--- config.mk ---
export PLATFORM = sky130hd
export DESIGN_NAME = mem_access_ctrl_flat
export DESIGN_NICKNAME = d
export VERILOG_FILES = /design/src/rtl/mem_access_ctrl_pkg.sv /design/src/rtl/mem_access_ctrl_if.sv /design/src/rtl/mem_access_ctrl_arb.sv /design/src/rtl/mem_access_ctrl.sv /design/src/flat_wrapper.sv
export SDC_FILE = /design/constraint.sdc
export NUM_CORES = 1
export LEC_CHECK = 0
export CAP_MARGIN = 10
export CORE_MARGIN = 8
export CORE_UTILIZATION = 30
export DETAILED_ROUTE_END_ITERATION = 6
export PLACE_DENSITY_LB_ADDON = 0.3
export SLEW_MARGIN = 20
export SYNTH_ARGS = -nofsm -noshare
export SYNTH_HDL_FRONTEND = slang
export SYNTH_SLANG_ARGS = --single-unit
--- constraint.sdc ---
create_clock -name clk -period 4.05 [get_ports clk]
set_input_delay 1.0125 -clock clk [delete_from_list [all_inputs] [get_ports clk]]
set_output_delay 1.0125 -clock clk [all_outputs]
set_load 0.01 [all_outputs]
--- src/rtl/mem_access_ctrl_pkg.sv ---
// Shared constants and types for the main-memory access controller.
package mem_access_ctrl_pkg;

  localparam int unsigned AW = 12;
  localparam int unsigned DW = 16;

  typedef enum logic [1:0] {
    IDLE    = 2'd0,
    ISSUE   = 2'd1,
    CAPTURE = 2'd2
  } state_t;

  typedef enum logic {
    OWN_F = 1'b0,
    OWN_D = 1'b1
  } owner_t;

  // Command latched at acceptance; all later phases use this copy.
  typedef struct packed {
    logic [AW-1:0] addr;
    logic          we;
    logic [DW-1:0] wdata;
    owner_t        own;
  } req_t;

endpackage

--- src/rtl/mem_access_ctrl_if.sv ---
// Requester ports (fetch f, data d) plus the memory-side bus of the controller.
interface mem_access_ctrl_if;
  import mem_access_ctrl_pkg::*;

  logic          f_req;
  logic [AW-1:0] f_addr;
  logic          f_done;
  logic [DW-1:0] f_rdata;

  logic          d_req;
  logic          d_we;
  logic [AW-1:0] d_addr;
  logic [DW-1:0] d_wdata;
  logic          d_done;
  logic [DW-1:0] d_rdata;

  logic          busy;

  logic [AW-1:0] mem_adress;
  logic          mem_read;
  logic          mem_write;
  logic [DW-1:0] mem_indata;
  logic [DW-1:0] mem_outdata;

  // Environment side: requesters and the memory block.
  modport master (
    output f_req, f_addr, d_req, d_we, d_addr, d_wdata, mem_outdata,
    input  f_done, f_rdata, d_done, d_rdata, busy,
           mem_adress, mem_read, mem_write, mem_indata
  );

  // Controller side.
  modport slave (
    input  f_req, f_addr, d_req, d_we, d_addr, d_wdata, mem_outdata,
    output f_done, f_rdata, d_done, d_rdata, busy,
           mem_adress, mem_read, mem_write, mem_indata
  );
endinterface

--- src/rtl/mem_access_ctrl_arb.sv ---
// Two-input round-robin arbiter: on a tie the port other than the last tie winner wins.
module mem_access_ctrl_arb
  import mem_access_ctrl_pkg::*;
(
  input  logic [1:0] req,    // bit 0 = f, bit 1 = d
  input  owner_t     last,
  output logic       vld_c,
  output logic       tie_c,
  output owner_t     gnt_c
);

  always_comb begin
    vld_c = |req;
    tie_c = &req;
    gnt_c = OWN_F;
    if (tie_c) begin
      if (last == OWN_F) gnt_c = OWN_D;
    end else if (req[1]) begin
      gnt_c = OWN_D;
    end
  end

endmodule

--- src/rtl/mem_access_ctrl.sv ---
// Sequences fetch and data accesses to the main memory: accept, issue one command, capture.
module mem_access_ctrl
  import mem_access_ctrl_pkg::*;
(
  input  logic               clk,
  input  logic               reset,
  mem_access_ctrl_if.slave   bus
);

  state_t        state;
  owner_t        last_grant;
  owner_t        own_q;
  logic          we_q;
  logic          f_done_q, d_done_q, busy_q;
  logic [DW-1:0] f_rdata_q, d_rdata_q;
  logic [AW-1:0] adr_q;
  logic          rd_q, wr_q;
  logic [DW-1:0] indata_q;

  logic [1:0]    eff_c;
  logic          vld_c, tie_c;
  owner_t        gnt_c;
  req_t          sel_c;

  // A requester is masked while its own done is high so a drop-on-done is not re-served.
  assign eff_c = {bus.d_req & ~d_done_q, bus.f_req & ~f_done_q};

  mem_access_ctrl_arb u_arb (
    .req   (eff_c),
    .last  (last_grant),
    .vld_c (vld_c),
    .tie_c (tie_c),
    .gnt_c (gnt_c)
  );

  always_comb begin
    sel_c.addr  = bus.f_addr;
    sel_c.we    = 1'b0;
    sel_c.wdata = bus.d_wdata;
    sel_c.own   = OWN_F;
    if (gnt_c == OWN_D) begin
      sel_c.addr = bus.d_addr;
      sel_c.we   = bus.d_we;
      sel_c.own  = OWN_D;
    end
  end

  always_ff @(posedge clk) begin
    if (reset) begin
      state      <= IDLE;
      last_grant <= OWN_F;
      own_q      <= OWN_F;
      we_q       <= 1'b0;
      f_done_q   <= 1'b0;
      d_done_q   <= 1'b0;
      busy_q     <= 1'b0;
      f_rdata_q  <= '0;
      d_rdata_q  <= '0;
      adr_q      <= '0;
      rd_q       <= 1'b0;
      wr_q       <= 1'b0;
      indata_q   <= '0;
    end else begin
      f_done_q <= 1'b0;
      d_done_q <= 1'b0;
      case (state)
        IDLE: begin
          if (vld_c) begin
            own_q  <= sel_c.own;
            we_q   <= sel_c.we;
            adr_q  <= sel_c.addr;
            rd_q   <= ~sel_c.we;
            wr_q   <= sel_c.we;
            busy_q <= 1'b1;
            state  <= ISSUE;
            if (sel_c.we) indata_q <= sel_c.wdata;
            if (tie_c)    last_grant <= sel_c.own;
          end
        end
        ISSUE: begin
          rd_q  <= 1'b0;
          wr_q  <= 1'b0;
          state <= CAPTURE;
        end
        CAPTURE: begin
          busy_q <= 1'b0;
          state  <= IDLE;
          // Memory outdata was updated at the ISSUE exit edge and is stable now.
          if (own_q == OWN_F) begin
            f_done_q <= 1'b1;
            if (!we_q) f_rdata_q <= bus.mem_outdata;
          end else begin
            d_done_q <= 1'b1;
            if (!we_q) d_rdata_q <= bus.mem_outdata;
          end
        end
        default: begin
          rd_q   <= 1'b0;
          wr_q   <= 1'b0;
          busy_q <= 1'b0;
          state  <= IDLE;
        end
      endcase
    end
  end

  assign bus.f_done     = f_done_q;
  assign bus.f_rdata    = f_rdata_q;
  assign bus.d_done     = d_done_q;
  assign bus.d_rdata    = d_rdata_q;
  assign bus.busy       = busy_q;
  assign bus.mem_adress = adr_q;
  assign bus.mem_read   = rd_q;
  assign bus.mem_write  = wr_q;
  assign bus.mem_indata = indata_q;

endmodule

--- src/flat_wrapper.sv ---
// flat-port wrapper written by rule: the top's interface ports become plain ports
module mem_access_ctrl_flat import mem_access_ctrl_pkg::*;
  (clk, reset, bus_f_req, bus_f_addr, bus_d_req, bus_d_we, bus_d_addr, bus_d_wdata, bus_mem_outdata, bus_f_done, bus_f_rdata, bus_d_done, bus_d_rdata, bus_busy, bus_mem_adress, bus_mem_read, bus_mem_write, bus_mem_indata);
  mem_access_ctrl_if bus_i ();
  input  logic clk;
  input  logic reset;
  input wire logic [$bits(bus_i.f_req)-1:0] bus_f_req;
  input wire logic [$bits(bus_i.f_addr)-1:0] bus_f_addr;
  input wire logic [$bits(bus_i.d_req)-1:0] bus_d_req;
  input wire logic [$bits(bus_i.d_we)-1:0] bus_d_we;
  input wire logic [$bits(bus_i.d_addr)-1:0] bus_d_addr;
  input wire logic [$bits(bus_i.d_wdata)-1:0] bus_d_wdata;
  input wire logic [$bits(bus_i.mem_outdata)-1:0] bus_mem_outdata;
  output wire logic [$bits(bus_i.f_done)-1:0] bus_f_done;
  output wire logic [$bits(bus_i.f_rdata)-1:0] bus_f_rdata;
  output wire logic [$bits(bus_i.d_done)-1:0] bus_d_done;
  output wire logic [$bits(bus_i.d_rdata)-1:0] bus_d_rdata;
  output wire logic [$bits(bus_i.busy)-1:0] bus_busy;
  output wire logic [$bits(bus_i.mem_adress)-1:0] bus_mem_adress;
  output wire logic [$bits(bus_i.mem_read)-1:0] bus_mem_read;
  output wire logic [$bits(bus_i.mem_write)-1:0] bus_mem_write;
  output wire logic [$bits(bus_i.mem_indata)-1:0] bus_mem_indata;
  assign bus_i.f_req = bus_f_req;
  assign bus_i.f_addr = bus_f_addr;
  assign bus_i.d_req = bus_d_req;
  assign bus_i.d_we = bus_d_we;
  assign bus_i.d_addr = bus_d_addr;
  assign bus_i.d_wdata = bus_d_wdata;
  assign bus_i.mem_outdata = bus_mem_outdata;
  assign bus_f_done = bus_i.f_done;
  assign bus_f_rdata = bus_i.f_rdata;
  assign bus_d_done = bus_i.d_done;
  assign bus_d_rdata = bus_i.d_rdata;
  assign bus_busy = bus_i.busy;
  assign bus_mem_adress = bus_i.mem_adress;
  assign bus_mem_read = bus_i.mem_read;
  assign bus_mem_write = bus_i.mem_write;
  assign bus_mem_indata = bus_i.mem_indata;
  mem_access_ctrl u_core (.clk(clk), .reset(reset), .bus(bus_i));
endmodule
==> results.yml, run 1 <==
drt:
  drc: 0
  ant_nets: 0
  wl_per_cell_um: 15.2
  wirelength_um: 8390
  vias: 2557
  dr.pass1.iters: 4
  drt_iter0_markers: 109
  viasPerCell: 4.63
place:
  placed_cell_area_um2: 3970
  gp_congestion: 0.700
  dpl.hpwl_um: 5810
  port_buffers: 125
clock_network:
  cts_resized: 0
  h-tree-depth: 3
  cts_buffer_depth: 2
  cts_hold_buffers: 0
  cts_made_buffers: 9
  insertion_delay_ns: 0.34
  cts_setup_buffers: 0
  cts_tree: "built"
  clock_sinks: 70
  cts_root_buffer: "clkbuf_8"
  clkTransAtPathRegs_ns: 0.07
critical_path:
  cpLargestDelayFamily: "simple AND/OR/NAND/NOR gates"
  crit_buf_inv: 1
  crit_arrival_ns: 2.97
  critPathLaunchType: "primary input"
  crit_fanout: 17
  slowest_delay_ns: 0.69
  path_cells: "clkdlybuf4s50_1, nor2b_1, and4_1, nand2_1, a21oi_1"
  cp_slowest_cell: "and4_1"
  cp-end-kind: "flop"
  cp.required_ns: 4.30
  critical_path_class: "primary input to flop"
finish:
  diodes: 0
  drive_gt1_frac: 0.116
  register_area_um2: 1400
  finish.utilization: 0.457
  nets: 497
  design_area_um2: 4140
  multi_input_area_um2: 1170
  fillCellCount: 893
  final_cell_mix: "124 x clkdlybuf4s50_1, 106 x nand2_1, 70 x dfxtp_1, 45 x a21oi_1, 20 x a21oi_2"
  layout_commonest_cell: "clkdlybuf4s50_1"
  syn2layout_area_growth_pct: 50.6
sta:
  rsz0062_at_grt: "no"
  worst_pin_slew_ns: 0.886
  min_period_ns: 2.71
  hold_viol: 0
  slew-limit-headroom: 0.409
  min_period_over_period: 0.670
  tns_ns: 0
  drv_slew: 0
  setup-violations-final: 0
  clock.fmax_mhz: 369
  fin_worst_skew_ns: 0.0129
synthesis:
  netlist_instances: 322
  syn-num-nets: 383
  yosysSeqAreaShare: 0.509
  synthTopCellsByArea: "dfxtp_1 51%, nand2_1 14%, a21oi_1 8.2%, a21oi_2 6.4%, a211oi_1 3.3%"
  ys_seq_elements: 70
  synth_top_cell_area_share: 0.509
  yosysWarnings: 0
  synth.largest_area_cell: "dfxtp_1"
  yosysUniqueCellTypes: 32
  avgSynthCellArea_um2: 8.54
  netlist_area_um2: 2750
power_and_ir_drop:
  power.density_nw_per_um2: 365
  p_leak_nw: 1.41
  ir_drop_v: 0.000133
global_routing:
  grt-ovfl-total: 0
  antenna_found_initial: 0
  gr-usage-all-layers: 0.133
  grt_pass1_vias: 2566
  grt_pass1_wl_um: 13500
  grt_max_degree: 71
flow_run:
  maxCapViolations: 0
floorplan:
  num_io_pins: 126
  std_cell_rows: 35
  start_util: 0.304
  die_w_um: 112
  die_y_um: 112
  core_area_um2: 9060
  dieArea_um2: 12500
outcome:
  status: "finished, final reports clean"
hold_path:
  hold_path_class: "flop to flop"
-- registers in the layout, summed over array words and instances, names as in the netlist, 2 cells and up --
signal	flops
u_core.bus.mem_adress	12
u_core.bus.mem_indata	16
u_core.bus.f_rdata	16
u_core.bus.d_rdata	16
u_core.state	2
-- per-layer routing --
layer	track usage	up-vias	wire length (µm)
met5	0	-	0
met4	0.0438	0	100
met3	0.0422	8	529
met2	0.214	84	3880
met1	0.165	1176	3880
li1	-	1289	-
-- synth_stat cells (all sizes together) --
| cell type | count |
|---|---|
| o21a | 1 |
| nor4b | 1 |
| o21ai | 2 |
| nor3b | 2 |
| clkbuf | 9 |
| nand4 | 1 |
| xor2 | 1 |
| inv | 1 |
| nor2b | 1 |
| nand3 | 2 |
| dfxtp | 70 |
| and2b | 2 |
| nor4 | 1 |
| a21oi | 65 |
| nor2 | 17 |
| nand2b | 1 |
| and4 | 1 |
| a211oi | 12 |
| nand3b | 3 |
| nand2 | 113 |
| buf | 14 |
| and2 | 2 |
-- layout make-up --
| type | instances | share of cell area |
|---|---|---|
| clock buffer | 9 | 0.0299 |
| clock inverter | 7 | 0.0118 |
| inverter | 1 | 0.000906 |
| multi-input combinational | 228 | 0.283 |
| sequential | 70 | 0.338 |
| tap | 111 | 0.0335 |
| timing repair buffer | 126 | 0.303 |
-- report_power, final --
part | total (mW) | internal (mW) | switching, mW | leakage, nW
Sequential | 0.747 | 0.725 | 0.0225 | 0.571
Clock | 0.499 | 0.223 | 0.276 | 0.0894
Combinational | 0.266 | 0.141 | 0.125 | 0.754
Total | 1.51 | 1.09 | 0.423 | 1.41
-- cell families (layout without fill, tap and decap cells) --
| group | Yosys count | in the layout | share of synthesized area |
|---|---|---|---|
| compound gates | 80 | 80 | 0.189 |
| buf+inv | 24 | 143 | 0.0646 |
| flops | 70 | 70 | 0.509 |
| xor+xnor | 1 | 1 | 0.00318 |
| simple gates | 147 | 147 | 0.234 |
-- worst reg2reg max path: stages, from the launching register on --
cell     delay [ns]
dfxtp_1        0.32
nor2b_1        0.52
and4_1         0.69
nand2_1        0.12
a21oi_1        0.15
-- worst paths after layout --
kind	slack (ns)	cells past startpoint	start	end
min reg2reg	0.46	2	u_core.bus.mem_indata[4]	u_core.bus.mem_indata[4]
min	0.46	2	u_core.bus.mem_indata[4]	u_core.bus.mem_indata[4]
max	1.34	5	bus_d_req	u_core.bus.mem_indata[9]
max reg2reg	2.16	4	u_core.bus.d_done	u_core.bus.mem_indata[9]
-- through the flow --
| stage | std cells | setup slack [ns] | hold slack [ns] | power, mW |
|---|---|---|---|---|
| after floorplan | 322 | 2.05 | 0.475 | 0.890 |
| after global placement | 536 | 1.09 | 0.443 | 1.03 |
| after detailed placement | 536 | 0.945 | 0.449 | 1.03 |
| after CTS | 552 | 1.31 | 0.459 | 1.53 |
| after global routing | 552 | 1.14 | 0.480 | 1.59 |
| final | 552 | 1.34 | 0.457 | 1.51 |
Note: power is estimated with default switching activity, not from simulation.
==> run 2, diff against run 1 <==
==> constraint.sdc (replaced) <==
create_clock -name clk -period 2.8 [get_ports clk]
set_input_delay 0.7 -clock clk [delete_from_list [all_inputs] [get_ports clk]]
set_output_delay 0.7 -clock clk [all_outputs]
set_load 0.01 [all_outputs]
==> results.yml, run 2 (same netlist as run 1, synthesis figures left out) <==
drt:
  viasPerCell: 4.62
  wirelength_um: 8360
  wirelength_met1_um: 3870
  dr.pass1.iters: 4
  ant_nets: 0
  drc: 0
  vias: 2554
  top_layer: "met4"
  drt_iter0_markers: 93
  wl_met2_um: 3870
  wl_per_cell_um: 15.1
  wl_met3_um: 492
power_and_ir_drop:
  ir_drop_v: 0.000237
  power_switching_mw: 0.576
  intPower_mw: 1.80
  pwr-share-comb: 0.164
  switching_share: 0.242
  p_leak_nw: 1.45
  clockPowerShare: 0.381
  power.density_nw_per_um2: 563
  seq_power_share: 0.455
sta:
  clock.fmax_mhz: 507
  slew-limit-headroom: 0.526
  min_period_ns: 1.97
  worst_pin_slew_ns: 0.710
  tns_ns: 0
  drv_slew: 0
  fin_worst_skew_ns: 0.00999
  setup-violations-final: 0
  min_period_over_period: 0.705
  hold_viol: 0
  rsz0062_at_grt: "no"
  hold_ws_ns: 0.458
clock_network:
  insertion_delay_ns: 0.33
  cts_hold_buffers: 0
  h-tree-depth: 3
  cts_root_buffer: "clkbuf_8"
  cts_resized: 0
  clkTransAtPathRegs_ns: 0.07
  cts_tree: "built"
  cts_setup_buffers: 0
  cts_buffer_depth: 2
  clock_sinks: 70
  cts_made_buffers: 9
place:
  placedCellCount: 538
  port_buffers: 125
  gp_congestion: 0.698
  dpl.hpwl_um: 6000
  placed_cell_area_um2: 4000
floorplan:
  start_util: 0.304
  die_w_um: 112
  num_io_pins: 126
  std_cell_rows: 35
  dieArea_um2: 12500
  die_y_um: 112
  core_area_um2: 9060
finish:
  drive_gt1_frac: 0.118
  layout_commonest_cell: "clkdlybuf4s50_1"
  diodes: 0
  final_cell_mix: "124 x clkdlybuf4s50_1, 106 x nand2_1, 70 x dfxtp_1, 45 x a21oi_1, 20 x a21oi_2"
  finish.utilization: 0.465
  fillCellCount: 900
  multi_input_area_um2: 1170
  design_area_um2: 4220
  register_area_um2: 1400
  syn2layout_area_growth_pct: 53.3
  finalNonFillerCells: 553
  nets: 499
critical_path:
  critPathLaunchType: "flop"
  crit_buf_inv: 1
  cpLargestDelayFamily: "buffers and inverters"
  path_cells: "clkdlybuf4s50_1"
  cp-end-kind: "primary output"
  critical_path_class: "flop to primary output"
  cp_slowest_cell: "clkdlybuf4s50_1"
  crit_arrival_ns: 1.27
  crit_fanout: 2
  worstSetupStartpoint: "u_core.bus.f_rdata[15]"
  rrSetupSlack_ns: 1.11
  cp.required_ns: 2.10
  timing.rr.start: "u_core.state[0]"
  slowest_delay_ns: 0.60
outcome:
  status: "finished, final reports clean"
global_routing:
  grt_pass1_wl_um: 13500
  gr-usage-all-layers: 0.132
  grt-ovfl-total: 0
  grt_pass1_vias: 2626
  antenna_found_initial: 0
  grt_max_degree: 37
flow_run:
  maxCapViolations: 0
hold_path:
  hold_start: "u_core.bus.mem_indata[13]"
  hold_path_class: "flop to flop"
run 2: cell count changes in the layout (fill, tap and decap cells not counted), sizes merged:
cell,change
inv,-1
clkbuf,+2
clkinv,-3
bufinv,+2
clkinvlp,-1
buf,+2
run 2: routing by layer:
layer / track usage / vias up
li1: - / 1288
met1: 0.160 / 1176
met2: 0.216 / 80
met3: 0.0384 / 10
met4: 0.0529 / 0
met5: 0 / -
run 2: power groups by stage:
stage | sequential (mW) | combinational, mW | clock, mW
2_1_floorplan | 1.12 | 0.166 | 0
3_5_place_dp | 1.10 | 0.392 | 0
3_3_place_gp | 1.10 | 0.388 | 0
4_1_cts | 1.08 | 0.394 | 0.934
6_report | 1.08 | 0.389 | 0.905
5_1_grt | 1.09 | 0.424 | 0.988
run 2: per-stage QoR:
stage,setup slack (ns),power [mW]
CTS,0.803,2.41
global route,0.755,2.50
finish,0.826,2.38
detailed placement,0.530,1.50
global placement,0.568,1.49
floorplan,1.12,1.29
run 2: worst paths after layout:
check	endpoint	depth (start not counted)
setup / recovery	bus_f_rdata[15]	1
hold reg to reg	u_core.bus.mem_indata[13]	2
setup reg to reg	u_core.bus.f_rdata[6]	4
hold / removal	u_core.bus.mem_indata[13]	2
run 2: cell type report:
class | count | area share
Multi-Input combinational cell | 228 | 0.278
Tap cell | 111 | 0.0329
Sequential cell | 70 | 0.332
Clock buffer | 11 | 0.0359
Inverter | 1 | 0.000890
Clock inverter | 4 | 0.0166
Timing Repair Buffer | 128 | 0.304
